<file path="src/rtl/blit_engine.sv">
// blit_engine: fill / rectangle-copy / byte-DMA engine for a 1-bit-per-pixel
// framebuffer with a single read/write port.
// Optional feature: define BLIT_CLIP_EN to skip pixels outside the
// framebuffer. Skipped source pixels read as 0.
// Without it the linear address is simply truncated to 16 bits.
module blit_engine #(
    parameter int FB_WIDTH  = 320,
    parameter int FB_HEIGHT = 200
) (
    input  logic        clk,
    input  logic        rst_n,
    input  logic [8:0]  X1,
    input  logic [7:0]  Y1,
    input  logic [8:0]  X2,
    input  logic [7:0]  Y2,
    input  logic [8:0]  op_width,
    input  logic [7:0]  op_height,
    input  logic        start_blit,
    input  logic        start_fill,
    input  logic        fill_value,
    input  logic        start_write_ram,
    input  logic [7:0]  write_ram_byte,
    input  logic        start_read_ram,
    output logic        status,
    output logic        ram_byte_ready,
    output logic [7:0]  ram_byte,
    output logic [15:0] fb_addr,
    output logic        fb_we,
    output logic        fb_wdata,
    input  logic        fb_rdata
);

    localparam logic [31:0] FB_W_U   = 32'(FB_WIDTH);
    localparam logic [31:0] FB_PIX_U = 32'(FB_WIDTH * FB_HEIGHT);
`ifdef BLIT_CLIP_EN
    localparam logic [31:0] FB_H_U   = 32'(FB_HEIGHT);
`endif

    typedef enum logic [2:0] {
        IDLE        = 3'd0,
        FILL        = 3'd1,
        BLIT_RD     = 3'd2,
        BLIT_WR     = 3'd3,
        DMA_WR      = 3'd4,
        DMA_RD      = 3'd5,
        DMA_RD_DONE = 3'd6
    } state_t;

    state_t      state_r;
    logic [8:0]  x1_r, x2_r, w_r, i_r;
    logic [7:0]  y1_r, y2_r, h_r, j_r;
    logic        fill_val_r, done_r, src_ok_r;
    logic [7:0]  wbyte_r, shift_r;
    logic [3:0]  cnt_r;
    logic [15:0] ptr_r;
    logic        status_r, ready_r, fb_we_r, fb_wdata_r;
    logic [7:0]  ram_byte_r;
    logic [15:0] fb_addr_r;

    logic [9:0]  src_x_s, dst_x_s;
    logic [8:0]  src_y_s, dst_y_s;
    logic [15:0] src_addr_s, dst_addr_s, dma_addr_s, ptr_next_s;
    logic [16:0] ptr_sum_s;
    logic        src_in_s, dst_in_s, last_s;
    logic [8:0]  i_next_s;
    logic [7:0]  j_next_s;

    // Linear pixel address y*FB_WIDTH + x, truncated to the 16-bit bus.
    function automatic logic [15:0] lin_addr(input logic [9:0] x, input logic [8:0] y);
        return 16'(({23'd0, y} * FB_W_U) + {22'd0, x});
    endfunction

    // Rectangle coordinates, traversal step, DMA pointer arithmetic and clipping.
    always_comb begin
        src_x_s    = {1'b0, x1_r} + {1'b0, i_r};
        src_y_s    = {1'b0, y1_r} + {1'b0, j_r};
        dst_x_s    = {1'b0, x2_r} + {1'b0, i_r};
        dst_y_s    = {1'b0, y2_r} + {1'b0, j_r};
        src_addr_s = lin_addr(src_x_s, src_y_s);
        dst_addr_s = lin_addr(dst_x_s, dst_y_s);
        last_s     = (i_r == w_r - 9'd1) && (j_r == h_r - 8'd1);
        if (i_r == w_r - 9'd1) begin
            i_next_s = 9'd0;
            j_next_s = j_r + 8'd1;
        end else begin
            i_next_s = i_r + 9'd1;
            j_next_s = j_r;
        end
        dma_addr_s = ptr_r + {13'd0, cnt_r[2:0]};
        ptr_sum_s  = {1'b0, ptr_r} + 17'd8;
        if ({15'd0, ptr_sum_s} >= FB_PIX_U) begin
            ptr_next_s = 16'd0;
        end else begin
            ptr_next_s = ptr_sum_s[15:0];
        end
`ifdef BLIT_CLIP_EN
        src_in_s = ({22'd0, src_x_s} < FB_W_U) && ({23'd0, src_y_s} < FB_H_U);
        dst_in_s = ({22'd0, dst_x_s} < FB_W_U) && ({23'd0, dst_y_s} < FB_H_U);
`else
        src_in_s = 1'b1;
        dst_in_s = 1'b1;
`endif
    end

    // Command FSM: accepts strobes in IDLE, sequences framebuffer accesses, drives all outputs.
    always_ff @(posedge clk or negedge rst_n) begin
        if (!rst_n) begin
            state_r    <= IDLE;
            x1_r       <= 9'd0;
            y1_r       <= 8'd0;
            x2_r       <= 9'd0;
            y2_r       <= 8'd0;
            w_r        <= 9'd0;
            h_r        <= 8'd0;
            i_r        <= 9'd0;
            j_r        <= 8'd0;
            fill_val_r <= 1'b0;
            wbyte_r    <= 8'd0;
            done_r     <= 1'b0;
            src_ok_r   <= 1'b0;
            cnt_r      <= 4'd0;
            ptr_r      <= 16'd0;
            shift_r    <= 8'd0;
            status_r   <= 1'b0;
            ready_r    <= 1'b0;
            ram_byte_r <= 8'd0;
            fb_addr_r  <= 16'd0;
            fb_we_r    <= 1'b0;
            fb_wdata_r <= 1'b0;
        end else begin
            case (state_r)
                IDLE: begin
                    fb_we_r <= 1'b0;
                    ready_r <= 1'b0;
                    i_r     <= 9'd0;
                    j_r     <= 8'd0;
                    cnt_r   <= 4'd0;
                    if (start_fill || start_blit || start_write_ram || start_read_ram) begin
                        x1_r       <= X1;
                        y1_r       <= Y1;
                        x2_r       <= X2;
                        y2_r       <= Y2;
                        w_r        <= op_width;
                        h_r        <= op_height;
                        fill_val_r <= fill_value;
                        wbyte_r    <= write_ram_byte;
                        done_r     <= (op_width == 9'd0) || (op_height == 8'd0);
                        status_r   <= 1'b1;
                    end else begin
                        status_r <= 1'b0;
                    end
                    if (start_fill) begin
                        state_r <= FILL;
                    end else if (start_blit) begin
                        state_r <= BLIT_RD;
                    end else if (start_write_ram) begin
                        state_r <= DMA_WR;
                    end else if (start_read_ram) begin
                        state_r <= DMA_RD;
                    end else begin
                        state_r <= IDLE;
                    end
                end
                FILL: begin
                    if (done_r) begin
                        fb_we_r  <= 1'b0;
                        status_r <= 1'b0;
                        state_r  <= IDLE;
                    end else begin
                        fb_addr_r  <= src_addr_s;
                        fb_wdata_r <= fill_val_r;
                        fb_we_r    <= src_in_s;
                        i_r        <= i_next_s;
                        j_r        <= j_next_s;
                        done_r     <= last_s;
                    end
                end
                BLIT_RD: begin
                    fb_we_r <= 1'b0;
                    if (done_r) begin
                        status_r <= 1'b0;
                        state_r  <= IDLE;
                    end else begin
                        fb_addr_r <= src_addr_s;
                        src_ok_r  <= src_in_s;
                        state_r   <= BLIT_WR;
                    end
                end
                BLIT_WR: begin
                    fb_addr_r  <= dst_addr_s;
                    fb_wdata_r <= src_ok_r & fb_rdata;
                    fb_we_r    <= dst_in_s;
                    i_r        <= i_next_s;
                    j_r        <= j_next_s;
                    done_r     <= last_s;
                    state_r    <= BLIT_RD;
                end
                DMA_WR: begin
                    if (cnt_r == 4'd8) begin
                        fb_we_r  <= 1'b0;
                        status_r <= 1'b0;
                        ptr_r    <= ptr_next_s;
                        state_r  <= IDLE;
                    end else begin
                        fb_addr_r  <= dma_addr_s;
                        fb_wdata_r <= wbyte_r[3'd7 - cnt_r[2:0]];
                        fb_we_r    <= 1'b1;
                        cnt_r      <= cnt_r + 4'd1;
                    end
                end
                DMA_RD: begin
                    fb_we_r <= 1'b0;
                    cnt_r   <= cnt_r + 4'd1;
                    if (cnt_r < 4'd8) begin
                        fb_addr_r <= dma_addr_s;
                    end else begin
                        fb_addr_r <= fb_addr_r;
                    end
                    if ((cnt_r >= 4'd1) && (cnt_r <= 4'd8)) begin
                        shift_r <= {shift_r[6:0], fb_rdata};
                    end else begin
                        shift_r <= shift_r;
                    end
                    if (cnt_r == 4'd9) begin
                        ram_byte_r <= shift_r;
                        ready_r    <= 1'b1;
                        ptr_r      <= ptr_next_s;
                        state_r    <= DMA_RD_DONE;
                    end else begin
                        state_r <= DMA_RD;
                    end
                end
                DMA_RD_DONE: begin
                    ready_r  <= 1'b0;
                    status_r <= 1'b0;
                    state_r  <= IDLE;
                end
                default: begin
                    fb_we_r  <= 1'b0;
                    ready_r  <= 1'b0;
                    status_r <= 1'b0;
                    state_r  <= IDLE;
                end
            endcase
        end
    end

    assign status         = status_r;
    assign ram_byte_ready = ready_r;
    assign ram_byte       = ram_byte_r;
    assign fb_addr        = fb_addr_r;
    assign fb_we          = fb_we_r;
    assign fb_wdata       = fb_wdata_r;

endmodule

</file>
<file path="config.mk">
export PLATFORM = sky130hd
export DESIGN_NAME = blit_engine
export DESIGN_NICKNAME = d
export VERILOG_FILES = /design/src/rtl/blit_engine.sv
export SDC_FILE = /design/constraint.sdc
export NUM_CORES = 1
export LEC_CHECK = 0
export ABC_AREA = 1
export CAP_MARGIN = 30
export CORE_UTILIZATION = 55
export DETAILED_ROUTE_END_ITERATION = 10
export PLACE_DENSITY_LB_ADDON = 0.2
export SLEW_MARGIN = 20
export SYNTH_ARGS = -nofsm -noshare
export SYNTH_HDL_FRONTEND = slang
export SYNTH_SLANG_ARGS = --single-unit
</file>
<file path="constraint.sdc">
create_clock -name clk -period 6.25 [get_ports clk]
set_input_delay 1.25 -clock clk [delete_from_list [all_inputs] [get_ports clk]]
set_output_delay 1.25 -clock clk [all_outputs]
set_load 0.01 [all_outputs]
</file>
# --- Word level (Yosys, flattened, before mapping) ---
# Cells that the tools add are included.
# W data, S select, Z words.
word_totals:
  regBits: 138
op_classes:
  n_addsub: 14
  multipliers: 2
  order_cmp: 5
  eq_ne: 19
  mux: 42
  bitwise_logic: 4
  n_reduce_logical: 30
op_table:
  columns: ["cell", "n"]
  rows:
  - ["$mux W16", 6]
  - ["$pmux W16 S4", 1]
  - ["$add A16 B10 Y16", 2]
  - ["$pmux W16 S2", 1]
  - ["$pmux W9 S3", 1]
  - ["$pmux W8 S3", 1]
  - ["$add A9 B9 Y10", 2]
  - ["$mul A9 B3 Y10 const B", 2]
  - ["$add A8 B8 Y9", 2]
  - ["$mux W3", 6]
  - ["$mux W9", 2]
  - ["$pmux W3 S6", 1]
  - ["$reduce_and A2 Y1", 9]
  - ["$add A16 B4 Y17 const B", 1]
  - ["$ge A17 B16 Y1 const B", 1]
  - ["$add A16 B3 Y16", 1]
  - ["$mux W8", 2]
  - ["$ne A2 B2 Y1 const B", 8]
  - ["$pmux W4 S3", 1]
  - ["$mux W1", 11]
  - ["$add A9 B1 Y9 const B", 1]
  - ["$eq A3 B3 Y1 const B", 3]
  - ["$eq A9 B9 Y1", 1]
  - ["$logic_not A9 Y1", 1]
  - ["33 further kinds", 49]

# --- Longest topological paths before layout ---
logic_depth:
  ltp_word: 5
  ltp_mapped: 25
  mapped_depth_nobuf: 25

# --- Least setup slack after synthesis ---
# OpenSTA, ideal clock, no wires.
synth_path:
  path_type: "reg-to-reg"
  from: "register j_r[0]"
  to: "register fb_addr_r[15], in the netlist fb_addr[15]"
  setup_ns: 0.113
  arrival_time_ns: 3.232
  t_required_ns: 6.137
  setup_slack_ns: 2.905
  stages_incl_launch_ff: 20
  n_path_buf: 0
  cell_sequence: "dfrtp_1 > ha_1 > fa_1 > xor2_1 > ha_1 > inv_1 > fa_1 > inv_1 > ha_1 > nand2_1 > nor3_1 > nand3_1 > nand3_1 > inv_1 > nor2_1 > nand2_1 > nand3_1 > nand3_1 > nand2_1 > inv_1"
synth_between:
  elab_chain_len: 5
  elab_cells_between_ends: 8
synth_lines:
  columns: ["element", "line_no", "rtl"]
  rows:
  - ["from (decl)", "51", "logic [7:0] y1_r, y2_r, h_r, j_r;"]
  - ["from (signal assigned)", "174", "j_r <= j_next_s;"]
  - ["from (signal assigned)", "194", "j_r <= j_next_s;"]
  - ["$add A8 B8 Y9", "76", "src_y_s = {1'b0, y1_r} + {1'b0, j_r};"]
  - ["$mul A9 B3 Y10", "70", "return 16'(({23'd0, y} * FB_W_U) + {22'd0, x});"]
  - ["$add A16 B10 Y16", "70", null]
  - ["$mux W16", "165, 180", null]
  - ["$pmux W16 S4 (*)", "131", "case (state_r)"]
  - ["to (signal assigned)", "170", "fb_addr_r <= src_addr_s;"]
  - ["to (signal assigned)", "184", "fb_addr_r <= src_addr_s;"]
  - ["to (signal assigned)", "190", "fb_addr_r <= dst_addr_s;"]
  - ["to (decl)", "58", "logic [15:0] fb_addr_r;"]
# Mark *: on every way between the ends. The rest lies on a longest branch, timed or not. The select of a mux whose other input is x is not followed.
# A chain may end at the register's enable or synchronous reset.

# --- Final worst setup path ---
# Ends and elaborated chain as after synthesis.

==> impl_metrics.csv <==
group,metric,value,unit
outcome,outcome,"completed",
die,die-area,17900,um^2
route,num_vias,8298,
final_layout,drive_gt1_share,7.69,%
clocking,clock_sinks,135,
flow_run,maxCapViolCount,0,
synthesis,yosys.area.top_type,"dfrtp_1",
clocking,cts_tree,"built",
global_routing,global_route.usage.total,26.1,%
route,wl_met3,961,um
timing,tns,0,ps
synthesis,syn_inst,1209,
synthesis,yosysWarnings,0,
global_routing,grt_pass1_vias,7927,
die,num_rows,47,
worst_hold_path,hold_path_class,"flop to flop",
worst_setup_path,worstSetupEndpoint,"fb_addr[15]",
timing,finalHoldViolCount,0,
die,ios,95,
clocking,cts_buffers,17,
worst_setup_path,cp.buffers_inverters,2,
route,ant_nets,0,
timing,worst-slew-pin-transition,732,ps
synthesis,synth_ff_type,"dfrtp_1",
worst_setup_path,startpoint,"j_r[0]",
clocking,clk_path_buf_depth,2,
worst_hold_path,min_path_cells,2,
final_layout,num-nets-final,1455,
route,wire_per_inst,14.5,um
synthesis,ys_async_sr_fraction,100,%
clocking,cts_setup_buffers,0,
timing,max_freq,261,MHz
die,start_util,57.1,%
timing,rsz0062_at_grt,"false",
timing,fin_skew,13.4,ps
worst_setup_path,required,6580,ps
synthesis,post-synth-top-count-cell,"nand2_1",
die,die_w,134,um
route,drt_iter0_markers,521,
worst_setup_path,worstPathMaxFanout,9,
clocking,cts_hold_buf,0,
worst_setup_path,setup.worst_path.end_class,"flop",
placement,hpwlAfterDp,16600,um
synthesis,synth-seq-cells,135,
worst_setup_path,cpPeakStageDelay,490,ps
synthesis,synth.distinct_cells,48,
worst_setup_path,rrSetupSlack,2420,ps
route,wl_met1,10300,um
placement,portBuffers,94,
synthesis,yosysSeqAreaShare,35.3,%
clocking,htree_levels,4,
worst_setup_path,cp-start-kind,"flop",
synthesis,avgSynthCellArea,7.92,um^2
worst_setup_path,criticalPathCategory,"flop to flop",
route,highest_layer,"met4",
die,core_area,16800,um^2
final_layout,antenna_cells,0,
global_routing,overflow,0,
worst_setup_path,crit_chain,"ha_1 > fa_1 > nand3_1 > nand2_1 > xnor2_1 > xor2_1 > inv_1 > fa_1 > xnor2_1 > nand3_1 > nor2_1 > nand2_1 > nor2_1 > nand2_1 > nand3_1 > nand3_1 > nand2_1 > inv_1",
route,wl_met2,10600,um
synthesis,yosys-top-cells-count,"260 x nand2_1, 163 x inv_1, 135 x dfrtp_1",
timing,drv_slew,0,
synthesis,synth_top_area_share,35.3,%
worst_setup_path,r2r_start,"j_r[0]",
final_layout,syn2layout_area_growth,18.0,%
synthesis,synth-edff-count,0,
synthesis,synthesis.nets,1364,
worst_setup_path,arrival,4160,ps
global_routing,antenna_found_initial,0,
route,wirelength,22200,um
global_routing,grt_max_degree,78,
route,drt_pass1_iterations,6,
timing,period_needed,3830,ps
timing,setup_viol,0,
worst_setup_path,cp.depth,18,
placement,gp_congestion,0.922,
final_layout,fillers,1394,
synthesis,synth_area,9570,um^2
die,fp.dieH,134,um
worst_setup_path,slowest_stage,"dfrtp_1",
worst_setup_path,path_delay_family,"adder cells",
route,vias_per_cell,5.41,
worst_setup_path,r2r_cells,18,
clocking,cts_resized,0,
clocking,cts_root_buf,"clkbuf_16",
global_routing,grt_pass1_wl,37100,um
worst_setup_path,regToRegEndpoint,"fb_addr[15]",
clocking,clock_latency,440,ps
clocking,clk_pin_slew,60,ps
synthesis,synth_top_cells_by_area,"dfrtp_1 35%, nand2_1 10%, ha_1 9.9%",
route,drc_errors,0,
timing,timing.final.crit_share,61.3,%
timing,maxSlewHeadroom,51.2,%
## worst min path at each step
stage              from       end  slack, ps
4_1_cts        src_ok_r  src_ok_r        470
5_1_grt        src_ok_r  src_ok_r        500
2_1_floorplan  src_ok_r  src_ok_r        440
3_5_place_dp   src_ok_r  src_ok_r        450
6_report       src_ok_r  src_ok_r        470
3_3_place_gp   src_ok_r  src_ok_r        450
## kinds of logic after synthesis
family          after synthesis  share of synthesized area (%)
mux                          36                           4.23
xor+xnor                     72                           6.59
buf+inv                     194                           7.97
flops                       135                           35.3
simple gates                487                           22.1
compound gates              197                           11.4
fa+ha+maj                    88                           12.4
## per-stage QoR
stage / cell area, um^2 / setup WS, ps / utilization, % / hold WS (ps) / cells
6_report: 11300 / 2420 / 67.4 / 469 / 1533
5_1_grt: 11300 / 2140 / 67.4 / 497 / 1533
4_1_cts: 11300 / 2440 / 67.2 / 469 / 1531
3_5_place_dp: 10700 / 2470 / 63.7 / 454 / 1499
3_3_place_gp: 10700 / 2550 / 63.7 / 450 / 1499
2_1_floorplan: 9570 / 2910 / - / 435 / 1209
## cell type report
| class | count | area [um^2] | area share [%] |
|---|---|---|---|
| clock buffers | 18 | 439 | 3.89 |
| clock inverters | 14 | 155 | 1.37 |
| inverters | 168 | 631 | 5.58 |
| multi-input cells | 880 | 5440 | 48.1 |
| flip-flops and latches | 135 | 3380 | 29.9 |
| well taps | 220 | 275 | 2.44 |
| repair buffers | 98 | 985 | 8.72 |
## layer usage
metal  track usage, %  vias to the layer above
met5                0                        -
met4             8.71                        0
met3             4.50                       29
met2             43.1                      184
met1             34.6                     3926
li1                 -                     4159
## worst reg2reg max path, stage by stage (launching register included)
cell,delay (ps)
dfrtp_1,490
ha_1,270
fa_1,400
nand3_1,100
nand2_1,90
xnor2_1,370
xor2_1,240
inv_1,90
fa_1,460
xnor2_1,260
nand3_1,170
nor2_1,290
nand2_1,90
nor2_1,90
nand2_1,50
nand3_1,80
nand3_1,80
nand2_1,60
inv_1,30
## sequential cells by signal, indices dropped and copies added, names as in the netlist, 3 cells and up
register / cells
cnt_r: 4
fb_addr: 16
h_r: 8
i_r: 9
j_r: 8
ptr_r: 13
ram_byte: 8
shift_r: 8
state_r: 3
w_r: 9
wbyte_r: 8
x1_r: 9
x2_r: 9
y1_r: 8
y2_r: 8
## placed cells by master, fill, tap and decap left out, types with 5 or more instances in the layout
| cell | instances |
|---|---|
| nand2_1 | 259 |
| inv_1 | 163 |
| dfrtp_1 | 135 |
| clkdlybuf4s50_1 | 93 |
| nor2_1 | 87 |
| nand3_1 | 80 |
| o21ai_0 | 78 |
| ha_1 | 76 |
| a21oi_1 | 70 |
| xor2_1 | 44 |
| mux2_2 | 36 |
| xnor2_1 | 28 |
| nand4_1 | 20 |
| clkbuf_16 | 17 |
| o21ai_1 | 14 |
| fa_1 | 12 |
| nor3_1 | 11 |
| a31oi_1 | 6 |
| inv_2 | 5 |
| nand3b_1 | 5 |
| nor2_2 | 5 |
| or2_2 | 5 |
| inv_8 | 5 |
Power is left out: the tool's default activity adds up to more than one toggle a clock period on the data nets, which glitch-free logic cannot reach.
